## src/rtl/seven_seg_scroll_scheduler_if.sv

```systemverilog
// Character stream that carries segment patterns into the scroll scheduler.
// The source drives the master side and the scheduler takes the slave side.
interface seven_seg_scroll_scheduler_if;
  logic       msg_valid;
  logic       msg_ready;
  logic [7:0] msg_data;
  logic       msg_last;

  modport master (output msg_valid, output msg_data, output msg_last, input msg_ready);
  modport slave  (input msg_valid, input msg_data, input msg_last, output msg_ready);
endinterface

```

## src/rtl/seven_seg_scroll_scheduler.sv

```systemverilog
// Buffers a message of segment patterns, then multiplexes it onto a 4-digit
// display and scrolls it left with wrap-around when it is wider than the display.
module seven_seg_scroll_scheduler #(
  parameter int SCAN_DIV_W    = 17,
  parameter int SCROLL_FRAMES = 64,
  parameter int MSG_MAX       = 16
) (
  input  logic                              clk,
  input  logic                              reset,
  seven_seg_scroll_scheduler_if.slave       msg,
  input  logic                              scroll_en,
  input  logic                              clear,
  output logic [7:0]                        abcdefgh,
  output logic [3:0]                        digit,
  output logic                              busy
);
  localparam int PTR_W = $clog2(MSG_MAX);
  localparam int LEN_W = PTR_W + 1;
  localparam int FC_W  = (SCROLL_FRAMES > 1) ? $clog2(SCROLL_FRAMES) : 1;

  typedef enum logic [1:0] {IDLE, LOAD, SHOW} state_t;
  state_t state, state_next;

  logic [SCAN_DIV_W-1:0] div_cnt;
  logic [3:0]            scan;
  logic [FC_W-1:0]       frame_cnt;
  logic [PTR_W-1:0]      wr_ptr;
  logic [PTR_W-1:0]      offset;
  logic [LEN_W-1:0]      len;
  logic [7:0]            msg_buf [MSG_MAX];

  logic             ready;
  logic             scan_tick, frame_end, scroll_step;
  logic             accept, load_done;
  logic [PTR_W-1:0] wr_idx;
  logic [1:0]       pos;
  logic [LEN_W:0]   idx_sum;
  logic [PTR_W-1:0] idx;

  assign msg.msg_ready = ready;
  assign scan_tick     = (div_cnt == '0);
  assign frame_end     = scan_tick && (scan == 4'b0001);
  assign scroll_step   = frame_end && (frame_cnt == FC_W'(SCROLL_FRAMES - 1));
  // clear wins over a simultaneous handshake, so the beat is dropped
  assign accept        = msg.msg_valid && ready && !clear;
  assign load_done     = accept && (state == LOAD) &&
                         (msg.msg_last || (wr_ptr == PTR_W'(MSG_MAX - 1)));
  assign wr_idx        = (state == IDLE) ? '0 : wr_ptr;

  always_comb begin
    case (scan)
      4'b1000: pos = 2'd0;
      4'b0100: pos = 2'd1;
      4'b0010: pos = 2'd2;
      default: pos = 2'd3;
    endcase
  end

  // offset < len and pos < len whenever scrolling, so one subtraction wraps the index
  assign idx_sum = (LEN_W + 1)'(offset) + (LEN_W + 1)'(pos);
  assign idx     = (idx_sum >= {1'b0, len}) ? PTR_W'(idx_sum - {1'b0, len}) : PTR_W'(idx_sum);

  always_ff @(posedge clk or posedge reset) begin
    if (reset) state <= IDLE;
    else       state <= state_next;
  end

  always_comb begin
    state_next = state;
    if (clear) begin
      state_next = IDLE;
    end else begin
      case (state)
        IDLE:    if (accept) state_next = msg.msg_last ? SHOW : LOAD;
        LOAD:    if (load_done) state_next = SHOW;
        SHOW:    state_next = SHOW;
        default: state_next = IDLE;
      endcase
    end
  end

  always_comb begin
    ready    = 1'b1;
    busy     = (state != IDLE);
    digit    = 4'hF;
    abcdefgh = 8'hFF;
    if (state == SHOW) begin
      ready = 1'b0;
      digit = ~scan;
      if (len > LEN_W'(4))             abcdefgh = msg_buf[idx];
      else if (LEN_W'(pos) < len)      abcdefgh = msg_buf[PTR_W'(pos)];
    end
  end

  // Scan and frame counting run in every state; clear leaves them alone
  always_ff @(posedge clk or posedge reset) begin
    if (reset) begin
      div_cnt   <= '0;
      scan      <= 4'b1000;
      frame_cnt <= '0;
      wr_ptr    <= '0;
      len       <= '0;
      offset    <= '0;
    end else begin
      div_cnt <= div_cnt + SCAN_DIV_W'(1);
      if (scan_tick) scan <= {scan[0], scan[3:1]};
      if (frame_end) frame_cnt <= scroll_step ? '0 : frame_cnt + FC_W'(1);
      if (clear) begin
        wr_ptr <= '0;
        len    <= '0;
        offset <= '0;
      end else if (accept) begin
        if (state == IDLE) begin
          wr_ptr <= PTR_W'(1);
          if (msg.msg_last) len <= LEN_W'(1);
        end else begin
          wr_ptr <= wr_ptr + PTR_W'(1);
          if (load_done) begin
            len       <= LEN_W'(wr_ptr) + LEN_W'(1);
            offset    <= '0;
            frame_cnt <= '0;
          end
        end
      end else if ((state == SHOW) && scroll_step && scroll_en && (len > LEN_W'(4))) begin
        offset <= (LEN_W'(offset) == len - LEN_W'(1)) ? '0 : offset + PTR_W'(1);
      end
    end
  end

  always_ff @(posedge clk) begin
    if (accept) msg_buf[wr_idx] <= msg.msg_data;
  end
endmodule
```

## src/flat_wrapper.sv

```systemverilog
// flat-port wrapper written by rule: the top's interface ports become plain ports
module seven_seg_scroll_scheduler_flat 
#(
  parameter int SCAN_DIV_W    = 17,
  parameter int SCROLL_FRAMES = 64,
  parameter int MSG_MAX       = 16
)
  (clk, reset, scroll_en, clear, abcdefgh, digit, busy, msg_msg_valid, msg_msg_data, msg_msg_last, msg_msg_ready);
  seven_seg_scroll_scheduler_if msg_i ();
  input  logic clk;
  input  logic reset;
  input  logic scroll_en;
  input  logic clear;
  output logic [7:0] abcdefgh;
  output logic [3:0] digit;
  output logic busy;
  input wire logic [$bits(msg_i.msg_valid)-1:0] msg_msg_valid;
  input wire logic [$bits(msg_i.msg_data)-1:0] msg_msg_data;
  input wire logic [$bits(msg_i.msg_last)-1:0] msg_msg_last;
  output wire logic [$bits(msg_i.msg_ready)-1:0] msg_msg_ready;
  assign msg_i.msg_valid = msg_msg_valid;
  assign msg_i.msg_data = msg_msg_data;
  assign msg_i.msg_last = msg_msg_last;
  assign msg_msg_ready = msg_i.msg_ready;
  seven_seg_scroll_scheduler #(.SCAN_DIV_W(SCAN_DIV_W), .SCROLL_FRAMES(SCROLL_FRAMES), .MSG_MAX(MSG_MAX)) u_core (.clk(clk), .reset(reset), .msg(msg_i), .scroll_en(scroll_en), .clear(clear), .abcdefgh(abcdefgh), .digit(digit), .busy(busy));
endmodule
```

## config.mk

```make
export PLATFORM = sky130hd
export DESIGN_NAME = seven_seg_scroll_scheduler_flat
export DESIGN_NICKNAME = d
export VERILOG_FILES = /design/src/rtl/seven_seg_scroll_scheduler_if.sv /design/src/rtl/seven_seg_scroll_scheduler.sv /design/src/flat_wrapper.sv
export SDC_FILE = /design/constraint.sdc
export NUM_CORES = 1
export LEC_CHECK = 0
export CAP_MARGIN = 20
export CORE_ASPECT_RATIO = 1.25
export CORE_MARGIN = 2
export CORE_UTILIZATION = 55
export DETAILED_ROUTE_END_ITERATION = 6
export GPL_TIMING_DRIVEN = 0
export PLACE_DENSITY = 0.87
export SETUP_SLACK_MARGIN = 0.5
export SLEW_MARGIN = 10
export SYNTH_ARGS = -nofsm -noshare
export SYNTH_HDL_FRONTEND = slang
export SYNTH_SLANG_ARGS = --single-unit
```

## constraint.sdc

```tcl
create_clock -name clk -period 5 [get_ports clk]
set_clock_uncertainty 0.2 [all_clocks]
set_input_delay 1 -clock clk [delete_from_list [all_inputs] [get_ports clk]]
set_output_delay 1 -clock clk [all_outputs]
set_load 0.03 [all_outputs]
```

==> results.yml, run 1 <==
run_status:
  outcome: "complete, but fails checks"
  violations: "DRC, setup timing"
yosys:
  synthTopCellsByArea: "edfxtp_1, dfrtp_1, mux2i_1, ha_1, nor2_1"
  synth_cell_types: 50
  synthArstFlopShare: 0.247
  synth_seq_cells: 170
  yosysSeqAreaShare: 0.599
  syn_area_per_cell_sq_um: 13.0
  yosysTopAreaCell: "edfxtp_1"
  yosysMostFrequentCell: "edfxtp_1"
  synthFlopType: "edfxtp_1"
  yosysTopAreaCellShare: 0.470
  syn_inst: 627
  synth_area_sq_mm: 0.00817
  syn_nets: 662
  ys_top_cells_by_count: "edfxtp_1, mux2i_1, nor2_1"
  synth_edf_count: 128
  yosysWarnings: 0
detailed_routing:
  drt-wirelength-per-cell_um: 24.8
  drt_first_pass_iters: 7
  ant_nets: 0
  drtIter0Drc: 527
  route.detailed.drc: 2
  vias: 5723
  wirelength_mm: 22.0
  vias_per_cell: 6.45
floorplan:
  start_util: 0.565
  die_width_um: 113
  fp-row-count: 49
  die_h_um: 140
  io_pins: 28
  core_area_sq_mm: 0.0145
  die_area_sq_mm: 0.0159
critical_path:
  worstSetupPathType: "flip-flop to output pin"
  cp_top_family: "buffers and inverters"
  cp-start-kind: "flip-flop"
  crit_fanout: 10
  cp-end-kind: "output pin"
  slowest_delay_ps: 610
  worstPathBufferInverterCount: 6
  required_ps: 3800
  critPathArrivalTime_ps: 4590
  worst_path_max_delay_cell: "dfstp_2"
  path_cells: "xnor2_2 -> or3_1 -> buf_6 -> buf_12 -> ha_4 -> inv_2 -> fa_2 -> xnor2_2 -> ha_4 -> a21oi_4 -> o21ai_4 -> a31o_4 -> mux2i_2 -> nor2b_1 -> clkbuf_8 -> and2_1 -> buf_2 -> a22oi_2 -> o211ai_1 -> buf_4"
layout:
  fillCellCount: 866
  nNetsFinal: 731
  drive_gt1_frac: 0.260
  antenna_cells: 0
  syn_to_final_growth_pct: 26.3
  utilization: 0.714
cts:
  cts_made_buffers: 17
  clk_latency_ps: 440
  postCtsHoldBufs: 0
  cts_tree: "yes"
  cts_num_sinks: 170
  htreeDepth: 4
  cts_max_path_buffers: 2
  root_buffer: "clkbuf_16"
  clkTransAtPathRegs_ps: 60
power_and_ir_drop:
  power_density_mw_per_mm2: 524
  leakagePower_nw: 3.80
  ir_drop_v: 0.000326
flow_run:
  maxCapViolCount: 0
grt:
  grt_pass1_wl_mm: 31.8
  grt_pass1_vias: 5765
  grt_usage: 0.268
  grt_use_met2: 0.457
  globalRouteMet3Util: 0.0506
  top_usage_layer: "met2"
  overflow: 0
  met1_usage: 0.325
  grt_max_degree: 36
  grt_antenna_before_repair: 0
timing:
  post-route-min-period_ps: 5790
  rsz0062_at_grt: "yes"
  drv_slew: 0
  worst_pin_slew_ps: 958
  setup_viol: 8
  max_freq_ghz: 0.173
  fin_crit_sh: 1.16
  hold_viol: 0
  setup_slack_ps: -786
  slew_headroom: 0.359
place:
  port_buffers: 26
  routabilityCongestion: 0.903
  hpwl_mm: 12.6
  pre_cts_ws_ps: -1330
worst_hold_path:
  hold_path.class: "flip-flop to flip-flop"
-- registers in the layout, indices dropped and copies added, names as in the netlist --
register	count
u_core.len	5
u_core.state	2
u_core.wr_ptr	4
u_core.frame_cnt	6
u_core.div_cnt	17
u_core.scan	4
u_core.msg_buf	128
u_core.offset	4
-- worst reg2reg max path: stages (launching register included) --
cell,delay (ps)
dfrtp_1,390
inv_1,90
ha_1,320
nand2b_1,190
clkbuf_1,200
nor3_1,480
nand3b_1,280
nor2_1,790
-- power breakdown --
group | total, mW | leakage, nW | internal [mW] | switching, mW
Clock | 1.41 | 0.295 | 0.839 | 0.574
Sequential | 1.61 | 1.70 | 1.57 | 0.0482
Combinational | 2.38 | 1.81 | 1.19 | 1.18
-- metal layers --
layer | routed length, um | part of all wire | vias to the layer above
met5 | 0 | 0 | -
met4 | 1350 | 0.061 | 0
met3 | 1670 | 0.076 | 99
met2 | 11200 | 0.51 | 343
met1 | 7780 | 0.35 | 2804
li1 | - | - | 2477
-- final timing paths --
check,start,to,slack [ps],depth (start not counted)
max in group asynchronous,reset,u_core.scan[3],3520,3
hold / removal,u_core.div_cnt[8],u_core.div_cnt[8],320,1
setup reg to reg,u_core.state[0],u_core.msg_buf[9][4],1680,7
setup / recovery,u_core.scan[3],abcdefgh[0],-790,20
hold reg to reg,u_core.div_cnt[8],u_core.div_cnt[8],320,1
min in group asynchronous,reset,u_core.div_cnt[13],590,2
-- layout make-up --
type | instances | area [sq um] | share of cell area
buffer | 26 | 329 | 0.0319
sequential | 170 | 4900 | 0.474
timing repair buffer | 50 | 499 | 0.0483
tap | 178 | 223 | 0.0216
multi-input combinational | 407 | 3670 | 0.355
clock inverter | 14 | 195 | 0.0189
clock buffer | 18 | 429 | 0.0416
inverter | 24 | 90.1 | 0.00872
-- cells in the final DEF, fill, tap and decap left out, types with 6 or more instances in the layout --
master           count
edfxtp_1           128
mux2i_1             62
nor2_1              46
dfrtp_1             41
nand2_1             39
buf_4               23
mux2i_4             21
inv_1               20
mux2i_2             18
clkdlybuf4s50_1     18
a21oi_1             17
clkbuf_16           17
xnor2_1             14
ha_1                13
a22oi_2             12
nand3_1             11
o21ai_1             11
xor2_1              10
o21ai_0             10
buf_12               9
o211ai_1             8
buf_6                8
mux2_1               8
nand2b_1             7
clkbuf_1             6
nor2b_1              6
nand3b_1             6
-- logic make-up after synthesis --
group                    count (synthesis)  share of synthesized area
buffers and inverters                   50                     0.0254
AND/OR/NAND/NOR                        153                     0.0969
multiplexers                           115                      0.143
adder cells (fa/ha/maj)                 21                     0.0340
flip-flops                             170                      0.599
XOR/XNOR                                28                     0.0300
AO/OA/AOI/OAI                           90                     0.0718
-- metrics by stage --
step	total power, mW	setup TNS (ps)	hold WS, ps	cell area, sq um	std cells
detailed placement	3.06	-10100	304	8760	832
global route	5.55	-6870	340	10300	887
CTS	5.06	-4930	315	10100	882
floorplan	2.70	-759	263	8260	627
global placement	3.00	-8010	279	8740	831
finish	5.41	-5980	319	10300	887
-- repair_timing --
item                       in CTS  in global routing
gates cloned                    3                  0
resized for setup             157                 45
setup buffers                  15                  5
pin swaps                      27                 13
setup endpoints to repair       8                  8
No activity file was read; power rests on OpenSTA's default activity.
==> inputs of run 2 (changes only) <==
--- a/config.mk
+++ b/config.mk
@@ -5,13 +5,14 @@
 export SDC_FILE = /design/constraint.sdc
 export NUM_CORES = 1
 export LEC_CHECK = 0
+export ABC_AREA = 1
 export CAP_MARGIN = 20
 export CORE_ASPECT_RATIO = 1.25
 export CORE_MARGIN = 2
-export CORE_UTILIZATION = 55
+export CORE_UTILIZATION = 56
 export DETAILED_ROUTE_END_ITERATION = 6
 export GPL_TIMING_DRIVEN = 0
-export PLACE_DENSITY = 0.87
+export PLACE_DENSITY = 0.88
 export SETUP_SLACK_MARGIN = 0.5
 export SLEW_MARGIN = 10
 export SYNTH_ARGS = -nofsm -noshare
==> results.yml, run 2 <==
yosys:
  yosysSeqAreaShare: 0.561
  syn_area_per_cell_sq_um: 9.23
  syn_nets: 981
  synth_area_sq_mm: 0.00873
  synth_seq_cells: 170
  synthTopCellsByArea: "edfxtp_1, dfrtp_1, nand3_1, nand2_1, inv_1"
  yosysWarnings: 0
  yosysTopAreaCellShare: 0.440
  syn_inst: 946
  ys_top_cells_by_count: "nand2_1, inv_1, nand3_1"
  synth_cell_types: 42
  synthFlopType: "edfxtp_1"
  yosysTopAreaCell: "edfxtp_1"
  yosysMostFrequentCell: "nand2_1"
  synth_edf_count: 128
  synthArstFlopShare: 0.247
cts:
  clk_latency_ps: 440
  cts_made_buffers: 17
  root_buffer: "clkbuf_16"
  cts_num_sinks: 170
  clkTransAtPathRegs_ps: 70
  cts_max_path_buffers: 2
  cts_tree: "yes"
  htreeDepth: 4
layout:
  nNetsFinal: 1074
  fillCellCount: 983
  layout_common_cells: "inv_1, nand2_1, edfxtp_1"
  largest-register: "u_core.msg_buf"
  layout.cells.most_common: "inv_1"
  syn_to_final_growth_pct: 27.7
  drive_gt1_frac: 0.237
  largest_reg_flops: 128
  antenna_cells: 0
  reg_top3: "u_core.msg_buf x128, u_core.div_cnt x17, u_core.frame_cnt x6"
detailed_routing:
  drtIter0Drc: 757
  ant_nets: 0
  route.detailed.drc: 0
  vias: 7338
  vias_per_cell: 5.81
  drt_first_pass_iters: 6
  drt-wirelength-per-cell_um: 19.8
  wirelength_mm: 25.0
floorplan:
  die_h_um: 144
  die_width_um: 116
  fp-row-count: 51
  io_pins: 28
  core_area_sq_mm: 0.0154
  die_area_sq_mm: 0.0166
  start_util: 0.565
grt:
  grt_usage: 0.290
  grt_pass1_wl_mm: 35.8
  grt_pass1_vias: 6979
  overflow: 0
  grt_max_degree: 29
  grt_antenna_before_repair: 0
critical_path:
  worstSetupPathType: "flip-flop to output pin"
  reg2regPathDepth: 9
  r2r_slack_ps: 2180
  cp-start-kind: "flip-flop"
  cp-end-kind: "output pin"
  required_ps: 3800
  crit_fanout: 7
  critPathArrivalTime_ps: 4110
timing:
  slew_headroom: 0.282
  worst_pin_slew_ps: 1070
  post-route-min-period_ps: 5310
  setup_viol: 8
  fin_crit_sh: 1.06
  max_freq_ghz: 0.188
  drv_slew: 0
  rsz0062_at_grt: "yes"
  setup_slack_ps: -307
  tns_ps: -1910
  hold_viol: 0
run_status:
  violations: "setup timing"
  outcome: "complete, but fails checks"
place:
  port_buffers: 27
  routabilityCongestion: 0.933
  hpwl_mm: 14.9
worst_hold_path:
  hold_path.class: "flip-flop to flip-flop"
  whs_path_depth: 1
flow_run:
  maxCapViolCount: 0
run 2: cell count changes in the layout (fill, tap and decap cells not counted), moves of 12 or more:
| cell | before | now |
|---|---|---|
| nand2_1 | 39 | 138 |
| mux2i_2 | 18 | 0 |
| buf_6 | 8 | 27 |
| mux2i_4 | 21 | 0 |
| nand3b_1 | 6 | 18 |
| o21ai_0 | 10 | 28 |
| nand3_1 | 11 | 103 |
| a22oi_2 | 12 | 0 |
| nand2_2 | 1 | 30 |
| nand3_2 | 1 | 52 |
| mux2i_1 | 62 | 0 |
| inv_1 | 20 | 162 |
| nand2_4 | 1 | 17 |
run 2: logic make-up (layout without fill, tap and decap cells):
family,Yosys count,count (layout),synth area share
buffers and inverters,204,309,0.0924
flip-flops,170,170,0.561
adder cells (fa/ha/maj),21,21,0.0318
AND/OR/NAND/NOR,442,443,0.232
XOR/XNOR,29,29,0.0291
AO/OA/AOI/OAI,80,80,0.0537
run 2: routing by layer:
layer	vias up	global-route usage	wire, um	share of wire
li1	3335	-	-	-
met1	3488	0.325	8640	0.35
met2	403	0.512	12800	0.51
met3	112	0.0544	1920	0.077
met4	0	0.172	1650	0.066
met5	-	0	0	0
run 2: worst paths after layout:
kind	start	to
worst max-delay path	u_core.scan[0]	abcdefgh[7]
worst min-delay path	u_core.div_cnt[0]	u_core.div_cnt[0]
worst max register to register	u_core.state[0]	u_core.msg_buf[2][2]
worst min register to register	u_core.div_cnt[0]	u_core.div_cnt[0]
max in group asynchronous	reset	u_core.scan[3]
min in group asynchronous	reset	u_core.len[1]
run 2: stage by stage:
step                utilization  instances  worst slack (ps)  instance area (sq um)  hold WS (ps)
global route              0.722       1264              -459                  11100           311
floorplan                     -        946               488                   8860           242
global placement          0.609       1185              -931                   9400           264
CTS                       0.697       1256             -90.7                  10800           276
finish                    0.722       1264              -307                  11100           287
detailed placement        0.610       1186              -968                   9420           267
run 2: repair_timing:
item,4_1_cts,5_1_grt
hold buffers,0,0
pin swaps,39,58
gates cloned,6,3
endpoints found under the setup margin,8,8
buffers inserted,32,5
resized for setup,162,72
run 2: worst max-delay path: stages (launching register included):
cell	delay, ps
dfrtp_1	440
nor2_1	240
nand3_4	130
buf_8	140
ha_4	160
inv_4	50
fa_2	470
inv_2	120
ha_4	210
nand2_4	80
nor2_4	40
nand2_4	110
nand3_4	150
nand2_4	140
nand2_4	70
buf_8	150
clkbuf_16	160
nand2_2	60
nand3_2	140
nand3_2	130
nand3_2	70
nand2_2	80
nand2_2	70
nand2_4	100
buf_6	130
run 2: cell type report:
class                      count  area [sq um]  area share
timing repair buffer          73           748      0.0671
buffer                        31           279      0.0250
clock inverter                13           136      0.0122
inverter                     173           659      0.0592
tap                          212           265      0.0238
sequential                   170          4900       0.439
clock buffer                  19           433      0.0388
multi-input combinational    573          3730       0.334
Power of run 2 is not shown: default switching activity piles up to over one toggle a cycle in this logic, so the estimate is an artifact.
==> inputs of run 3 (changes only) <==
--- a/config.mk
+++ b/config.mk
@@ -9,12 +9,11 @@
 export CAP_MARGIN = 20
 export CORE_ASPECT_RATIO = 1.25
 export CORE_MARGIN = 2
-export CORE_UTILIZATION = 56
+export CORE_UTILIZATION = 60
 export DETAILED_ROUTE_END_ITERATION = 6
 export GPL_TIMING_DRIVEN = 0
-export PLACE_DENSITY = 0.88
+export PLACE_DENSITY = 0.89
 export SETUP_SLACK_MARGIN = 0.5
-export SLEW_MARGIN = 10
 export SYNTH_ARGS = -nofsm -noshare
 export SYNTH_HDL_FRONTEND = slang
 export SYNTH_SLANG_ARGS = --single-unit
==> constraint.sdc (replaced) <==
create_clock -name clk -period 5.55 [get_ports clk]
set_clock_uncertainty 0.2 [all_clocks]
set_input_delay 1.11 -clock clk [delete_from_list [all_inputs] [get_ports clk]]
set_output_delay 1.11 -clock clk [all_outputs]
set_load 0.03 [all_outputs]
==> results.yml, run 3 (synthesis results as in run 2) <==
run_status:
  outcome: "complete, but fails checks"
  violations: "DRC, setup timing"
grt:
  grt_pass1_vias: 7609
  grt_usage: 0.340
  grt_pass1_wl_mm: 40.3
  grt_antenna_before_repair: 0
  grt_max_degree: 43
  overflow: 0
detailed_routing:
  wirelength_mm: 29.7
  vias_per_cell: 6.47
  route.detailed.drc: 6
  drtIter0Drc: 1179
  drt_first_pass_iters: 7
  vias: 7965
  drt-wirelength-per-cell_um: 24.1
  ant_nets: 0
timing:
  hold_slack_ps: 282
  fin_crit_sh: 1.01
  post-route-min-period_ps: 5590
  max_freq_ghz: 0.179
  slew_headroom: 0.301
  hold_viol: 0
  worst_pin_slew_ps: 1040
  setup_viol: 2
  setup_slack_ps: -44.7
  rsz0062_at_grt: "yes"
  drv_slew: 0
critical_path:
  cp-start-kind: "flip-flop"
  reg2regPathDepth: 6
  worstPathBufferInverterCount: 7
  cp_top_family: "simple AND/OR/NAND/NOR gates"
  required_ps: 4240
  critPathArrivalTime_ps: 4280
  path_cells: "buf_6 -> nand2_4 -> nand3_4 -> buf_6 -> inv_8 -> fa_2 -> xnor2_4 -> ha_4 -> nand2_4 -> nor2_4 -> nand2_4 -> buf_6 -> nand3_4 -> nand2_4 -> o21ai_4 -> buf_12 -> buf_8 -> nand3_1 -> nand3_1 -> nand3_1 -> nand2_1 -> nand2_1 -> nand2_2 -> buf_6"
  r2r_slack_ps: 2680
  cp-end-kind: "output pin"
  crit_fanout: 9
  worstSetupPathType: "flip-flop to output pin"
  slowest_delay_ps: 590
  path_depth: 24
  worst_path_max_delay_cell: "dfstp_2"
layout:
  largest-register: "u_core.msg_buf"
  reg_top3: "u_core.msg_buf x128, u_core.div_cnt x17, u_core.frame_cnt x6"
  largest_reg_flops: 128
  nNetsFinal: 1076
  layout_common_cells: "inv_1, nand2_1, edfxtp_1"
  syn_to_final_growth_pct: 28.2
  postLayoutCellArea_sq_mm: 0.0112
  drive_gt1_frac: 0.222
  antenna_cells: 0
  layout.cells.most_common: "inv_1"
  final_cells: 1232
cts:
  htreeDepth: 4
  cts_tree: "yes"
  clkTransAtPathRegs_ps: 70
  cts_num_sinks: 170
  clk_latency_ps: 450
  cts_max_path_buffers: 2
  cts_made_buffers: 17
  root_buffer: "clkbuf_16"
  postCtsHoldBufs: 0
floorplan:
  start_util: 0.611
  core_area_sq_mm: 0.0143
  die_width_um: 112
  die_area_sq_mm: 0.0155
  io_pins: 28
  die_h_um: 139
  fp-row-count: 49
flow_run:
  maxCapViolCount: 0
place:
  hpwl_mm: 15.2
  pre_cts_ws_ps: -901
  port_buffers: 27
  dp.cells: 1151
  place_area_sq_mm: 0.00922
  routabilityCongestion: 0.962
worst_hold_path:
  hold_path.class: "flip-flop to flip-flop"
  whs_path_depth: 1
==> run 3: cell count changes in the layout (fill, tap and decap cells not counted), moves of 5 or more <==
cell	before	now
buf_8	5	10
nand3_4	6	14
buf_6	27	20
nand3_2	52	39
nand3_1	103	108
nand2_1	138	152
nand2_4	17	8
==> run 3: final timing paths <==
check | startpoint | to
setup reg to reg | u_core.state[0] | u_core.msg_buf[3][7]
min in group asynchronous | reset | u_core.frame_cnt[5]
hold reg to reg | u_core.div_cnt[0] | u_core.div_cnt[0]
setup / recovery | u_core.scan[3] | abcdefgh[0]
hold / removal | u_core.div_cnt[0] | u_core.div_cnt[0]
max in group asynchronous | reset | u_core.div_cnt[8]
==> run 3: layer usage <==
metal / vias to the layer above / global-route usage / wire (um)
li1: 3330 / - / -
met1: 3662 / 0.384 / 9300
met2: 738 / 0.582 / 14300
met3: 235 / 0.0730 / 3530
met4: 0 / 0.216 / 2600
met5: - / 0 / 0
==> run 3: area by class of cell <==
type                       instances  area [sq um]
clock buffer                      17           425
fill                             794          3090
tap                              178           223
sequential                       170          4900
clock inverter                    15           179
timing repair buffer              75           797
multi-input combinational        573          3700
inverter                         173           663
buffer                            31           312
==> run 3: through the flow <==
| step | utilization | TNS [ps] |
|---|---|---|
| 4_1_cts | 0.748 | 0 |
| 6_report | 0.784 | -49.6 |
| 3_3_place_gp | 0.646 | -5720 |
| 2_1_floorplan | - | 0 |
| 3_5_place_dp | 0.646 | -6890 |
| 5_1_grt | 0.784 | -302 |
==> run 3: worst register-to-register path, cell delays in order (launching register included) <==
cell and delay [ps]:
dfrtp_1 400, inv_1 90, ha_1 250, clkbuf_1 270
nor2_1 270, nand2_1 230, nor2_1 780
==> run 3: timing repair <==
| action | in CTS | in global routing |
|---|---|---|
| gates cloned | 7 | 3 |
| setup buffers | 32 | 7 |
| resized for setup | 178 | 82 |
| pin swaps | 28 | 40 |
| setup endpoints to repair | 8 | 8 |
Power of run 3 is left out for the same reason.
